## config.mk

```make
export PLATFORM = sky130hd
export DESIGN_NAME = alu_arbiter
export DESIGN_NICKNAME = d
export VERILOG_FILES = /design/src/rtl/alu_arbiter.sv
export SDC_FILE = /design/constraint.sdc
export NUM_CORES = 1
export LEC_CHECK = 0
export ABC_AREA = 1
export CAP_MARGIN = 20
export CORE_MARGIN = 2
export CORE_UTILIZATION = 40
export CTS_CLUSTER_SIZE = 40
export DETAILED_ROUTE_END_ITERATION = 12
export HOLD_SLACK_MARGIN = 0.03
export PLACE_DENSITY = 0.76
export SETUP_SLACK_MARGIN = 0.05
export SLEW_MARGIN = 30
export SYNTH_ARGS = -nofsm -noshare
export SYNTH_HDL_FRONTEND = slang
export SYNTH_SLANG_ARGS = --single-unit
```

## constraint.sdc

```tcl
create_clock -name clk -period 1.4 [get_ports clk]
set_input_delay 0.35 -clock clk [delete_from_list [all_inputs] [get_ports clk]]
set_output_delay 0.35 -clock clk [all_outputs]
set_load 0.02 [all_outputs]
```

## src/rtl/alu_arbiter.sv

```systemverilog
// Two-requester front end for a shared external 4-bit ALU: arbitrates, registers operands, returns tagged results.
// Define ALU_ARB_FIXED_PRI_EN for fixed priority (requester 0 wins); default is round-robin.
module alu_arbiter (
    input  logic       clk,
    input  logic       rst,
    input  logic       req0_valid,
    output logic       req0_ready,
    input  logic [3:0] req0_a,
    input  logic [3:0] req0_b,
    input  logic       req0_cin,
    input  logic [2:0] req0_op,
    input  logic       req1_valid,
    output logic       req1_ready,
    input  logic [3:0] req1_a,
    input  logic [3:0] req1_b,
    input  logic       req1_cin,
    input  logic [2:0] req1_op,
    output logic       rsp_valid,
    input  logic       rsp_ready,
    output logic       rsp_id,
    output logic [3:0] rsp_result,
    output logic       rsp_cout,
    output logic [3:0] alu_a,
    output logic [3:0] alu_b,
    output logic       alu_cin,
    output logic [2:0] alu_ctrl,
    input  logic [3:0] alu_out,
    input  logic       alu_cout
);

    typedef enum logic [1:0] {IDLE, EXEC, RESP} state_t;

    state_t state, state_nxt;
    logic   last;
    logic   grant0, grant1;

`ifdef ALU_ARB_FIXED_PRI_EN
    assign grant0 = req0_valid;
    assign grant1 = req1_valid & ~req0_valid;
`else
    // On a tie the requester that was not served most recently wins.
    assign grant0 = req0_valid & (~req1_valid | last);
    assign grant1 = req1_valid & (~req0_valid | ~last);
`endif

    always_ff @(posedge clk or posedge rst) begin
        if (rst) begin
            state <= IDLE;
        end else begin
            state <= state_nxt;
        end
    end

    always_comb begin
        state_nxt  = state;
        req0_ready = 1'b0;
        req1_ready = 1'b0;
        rsp_valid  = 1'b0;
        case (state)
            IDLE: begin
                req0_ready = grant0;
                req1_ready = grant1;
                if (grant0 || grant1) begin
                    state_nxt = EXEC;
                end
            end
            EXEC: begin
                state_nxt = RESP;
            end
            RESP: begin
                rsp_valid = 1'b1;
                if (rsp_ready) begin
                    state_nxt = IDLE;
                end
            end
            default: begin
                state_nxt = IDLE;
            end
        endcase
    end

    // Operand capture on accept, result capture at the end of the EXEC cycle.
    always_ff @(posedge clk or posedge rst) begin
        if (rst) begin
            alu_a      <= 4'd0;
            alu_b      <= 4'd0;
            alu_cin    <= 1'b0;
            alu_ctrl   <= 3'd0;
            rsp_id     <= 1'b0;
            rsp_result <= 4'd0;
            rsp_cout   <= 1'b0;
            last       <= 1'b1;
        end else begin
            case (state)
                IDLE: begin
                    if (grant0) begin
                        alu_a    <= req0_a;
                        alu_b    <= req0_b;
                        alu_cin  <= req0_cin;
                        alu_ctrl <= req0_op;
                        rsp_id   <= 1'b0;
                        last     <= 1'b0;
                    end else if (grant1) begin
                        alu_a    <= req1_a;
                        alu_b    <= req1_b;
                        alu_cin  <= req1_cin;
                        alu_ctrl <= req1_op;
                        rsp_id   <= 1'b1;
                        last     <= 1'b1;
                    end
                end
                EXEC: begin
                    rsp_result <= alu_out;
                    // Only add (000) and subtract (001) produce a meaningful carry.
                    rsp_cout   <= (alu_ctrl[2:1] == 2'b00) ? alu_cout : 1'b0;
                end
                default: begin
                end
            endcase
        end
    end

endmodule
```

# --- Yosys cells after proc, flatten, opt, wreduce, memory -nomap -nowiden ---
# Index checks and enable logic that the tools add are counted.
totals:
  regBits: 21
  output_inout_bits: 21
  inputBits: 34
classes:
  bitwise_logic: 7
  n_eq_ne: 4
  muxes: 17
  reduce_logical: 6
ops:
  columns: ["operator", "n"]
  rows:
  - ["$mux W4", 4]
  - ["$mux W1", 8]
  - ["$mux W3", 2]
  - ["$pmux W2 S3", 1]
  - ["$logic_not A2 Y1", 2]
  - ["$mux W2", 2]
  - ["$ne A2 B2 Y1 const B", 2]
  - ["$reduce_and A2 Y1", 2]
  - ["$not A1 Y1", 3]
  - ["$and A1 B1 Y1", 2]
  - ["$eq A2 B1 Y1 const B", 1]
  - ["$eq A2 B2 Y1 const B", 1]
  - ["$or A1 B1 Y1", 2]
  - ["$reduce_bool A2 Y1", 1]
  - ["$logic_or A1 B1 Y1", 1]

# --- Logic depth before layout (Yosys ltp) ---
depth:
  word_depth: 6
  ltp_mapped: 7
  depth_no_buf: 6

# --- Worst setup path after synthesis ---
# OpenSTA, ideal clock, no wires.
synth_timing:
  path_kind: "reg-to-output"
  from: "register last"
  to: "output req0_ready"
  n_path_buf: 0
  arrival_ps: 986
  slack_ps: 64
  stages_incl_launch_ff: 5
  t_required_ps: 1050
  path_cell_list: "dfstp_2 > inv_1 > nand2_1 > nand2_1 > nor2_1"
synth_via:
  elab_chain_len: 3
synth_rtl:
  columns: ["element", "line_no", "source"]
  rows:
  - ["start, declared", "34", "logic last;"]
  - ["start signal, assigned", "92", "last <= 1'b1;"]
  - ["start signal, assigned", "102", "last <= 1'b0;"]
  - ["start signal, assigned", "109", "last <= 1'b1;"]
  - ["$or A1 B1 Y1", "42", "assign grant0 = req0_valid & (~req1_valid | last);"]
  - ["$and A1 B1 Y1", "42", null]
  - ["$mux W1", "59", "case (state)"]
  - ["end, declared", "7", "output logic req0_ready,"]
# No other way between the ends.

# --- Final worst setup path ---
layout_timing:
  from: "register last"
  to: "output req1_ready"
layout_via:
  elab_chain_len: 4
layout_rtl:
  columns: ["element", "line_no", "source"]
  rows:
  - ["$not A1 Y1", "43", "assign grant1 = req1_valid & (~req0_valid | ~last);"]
  - ["$or A1 B1 Y1", "43", null]
  - ["$and A1 B1 Y1", "43", null]
  - ["$mux W1", "59", null]
  - ["end, declared", "13", "output logic req1_ready,"]
# No other way between the ends.

==> metrics <==
Antenna Nets Post-Route 0; RSZ-0062 raised after global routing yes; worst r2r path cells 8; drt total wl 3220 um; final cell count without fillers between 200 and 300; TritonCTS clock tree done; Top-Level Pins 55; CP Capture Type output port; nature of the critical path startpoint register; Nets approximately 260; Initial Util 0.416; Setup Crit Path Kind register to output port; post-route clock period utilization 1.18; DP Worst Slack -0.791 ns; htree depth 1; register area share after synthesis 0.468; Final WS setup -0.250 ns; Inst Count DP between 200 and 250; area of the die roughly 3300 um2; Slew HR 0.818; Clk pin slew, worst setup/hold paths around 0.13 ns; Synth Instances between 150 and 200; cts bufs inserted 3; PortBufs between 50 and 60; Final Hold Viols 0; Netlist Area Pre-Place 1130 um2; core area 2710 um2; Synth Net Count approximately 190; DR vias about 1,200; global-route wire length before repair 5330 um; CP Data Arrival Time 1.30 ns; synth warn 0; Yosys cell types 14; Pins Over Slew Limit 0; row cnt 19; Setup-failing EPs final 2; flops & latches, synth 21; post-DP HPWL 2300 um; Avg Vias per Cell 4.82; CP Data Required Time between 1 and 1.5 ns; GR Overflow Total 0; Area Overhead vs Synth 67.7%; fin crit period 1.65 ns; Clock Tree Buf Depth 2; CTS Root Cell clkbuf_4; gpl congestion approximately 0.82; Total Routing Usage GR 0.211; fmax just over 0.6 GHz; worst-path maximum fanout 2; Mapped Avg Cell Area between 7 and 8 um2; DR WL/cell between 10 and 15 um; clk_lat worst skew between 0.3 and 0.4 ns; initial antenna violation count 0; Min Hold Slack about 0.35 ns; largest net degree at the start of global routing 22; R2R setup slack approximately 0.10 ns; clock tree sinks 21; violated checks negative setup slack; worst slew pin tran ~0.27 ns; share of layout cells above drive strength 1 0.270; Worst Hold Class input pin to async pin; Chip Height approximately 57 um; Residual DRC 0; Die X 57.1 um; vias in the first global route 1,201; PD cells slightly below 2000 nW/um2; 1st-iter DRT viols 42; status finished, violations left; Pleak 1.03 nW; maxcap violations 0; reg2reg start state[1]$_DFFE_PP0P_; maximum vdd drop 1.61 mV; Worst Clk Skew roughly 0.011 ns; drt pass-1 iters 4; Diodes inserted 0; FF-to-FF End rsp_id$_DFFE_PP0P_
how the worst max path moves through the flow:
stage | from | endpoint | slack (ns) | cells after the start
after floorplan | last$_DFFE_PP1P_ | req0_ready | 0.06 | 4
after global placement | req0_valid | req0_ready | -0.77 | 5
after detailed placement | req0_valid | req1_ready | -0.79 | 6
after CTS | last$_DFFE_PP1P_ | req0_ready | -0.24 | 5
after global routing | last$_DFFE_PP1P_ | req1_ready | -0.29 | 6
final | last$_DFFE_PP1P_ | req1_ready | -0.25 | 6
stage by stage:
| stage | util | power (mW) | area, um2 | TNS, ns |
|---|---|---|---|---|
| floorplan | - | 2.22 | 1130 | 0 |
| global placement | 0.645 | 3.09 | 1750 | -4.47 |
| detailed placement | 0.645 | 3.15 | 1750 | -5.10 |
| CTS | 0.701 | 3.58 | 1900 | -2.45 |
| global route | 0.697 | 3.89 | 1890 | -0.566 |
| finish | 0.697 | 3.64 | 1890 | -0.475 |
registers in the layout, summed over array words and instances, names as in the netlist:
name,cells
rsp_result,4
last,1
alu_a,4
alu_b,4
rsp_cout,1
state,2
rsp_id,1
alu_ctrl,3
alu_cin,1
routing by layer:
metal  vias up  global-route usage  wire (um)
li1        605                   -          -
met1       567               0.256       1270
met2        43               0.368       1720
met3         4              0.0317        200
met4         0              0.0997         40
met5         -                   0          0
cell usage in the layout, fill, tap and decap left out, types with 2 or more instances in the layout:
master,netlist,routed
clkdlybuf4s50_1,0,31
clkbuf_4,0,3
nand3_1,37,36
dlygate4sd2_1,0,2
inv_1,32,28
nor2_1,4,2
buf_6,3,4
nor2_4,1,3
clkbuf_2,0,5
buf_2,3,5
buf_12,0,2
dfrtp_1,20,20
nand2_4,0,4
buf_4,1,14
nand2_1,45,42
inv_2,0,4
clkdlybuf4s15_2,0,8
logic make-up after synthesis:
family,synth area share
compound gates,0.00889
buf+inv,0.162
flops,0.468
simple gates,0.361
timing repair:
item | in CTS | in global routing
pin swaps | 3 | 5
endpoints found under the hold margin | 0 | 0
buffers inserted | 11 | 5
resized for setup | 79 | 21
hold buffers | 0 | 0
cloned | 0 | 1
endpoints found under the setup margin | 21 | 28
Yosys cell counts:
library cell  count  area share
nor2_1            4       0.013
inv_4             1      0.0056
inv_1            32        0.11
buf_2             3       0.013
nand2_1          45        0.15
nand3_1          37        0.16
dfrtp_1          20        0.44
o21ai_0           2      0.0089
nand2_2           1      0.0056
buf_6             3       0.030
buf_4             1      0.0067
nor2_8            1       0.018
dfstp_2           1       0.023
nor2_4            1       0.010
critical path: stages, from the launching register on:
cell and delay, ns:
dfstp_2 0.57, inv_2 0.06, nand2_4 0.07, nand2_4 0.07, nand2_4 0.08, inv_2 0.03
buf_6 0.12
area by class of cell:
| cell class | count | area (um2) |
|---|---|---|
| fillers | 223 | 822 |
| inverters | 33 | 126 |
| multi-input cells | 91 | 468 |
| flip-flops and latches | 21 | 527 |
| clock buffers | 3 | 22.5 |
| well taps | 31 | 38.8 |
| repair buffers | 73 | 698 |
| clock inverters | 1 | 7.51 |
report_power, final:
| part | switching [mW] | total (mW) | internal, mW |
|---|---|---|---|
| clock network | 0.197 | 0.306 | 0.109 |
| logic | 1.23 | 2.23 | 1.00 |
| registers | 0.184 | 1.11 | 0.925 |
| total | 1.61 | 3.64 | 2.03 |
(Power assumes the default switching activity.)
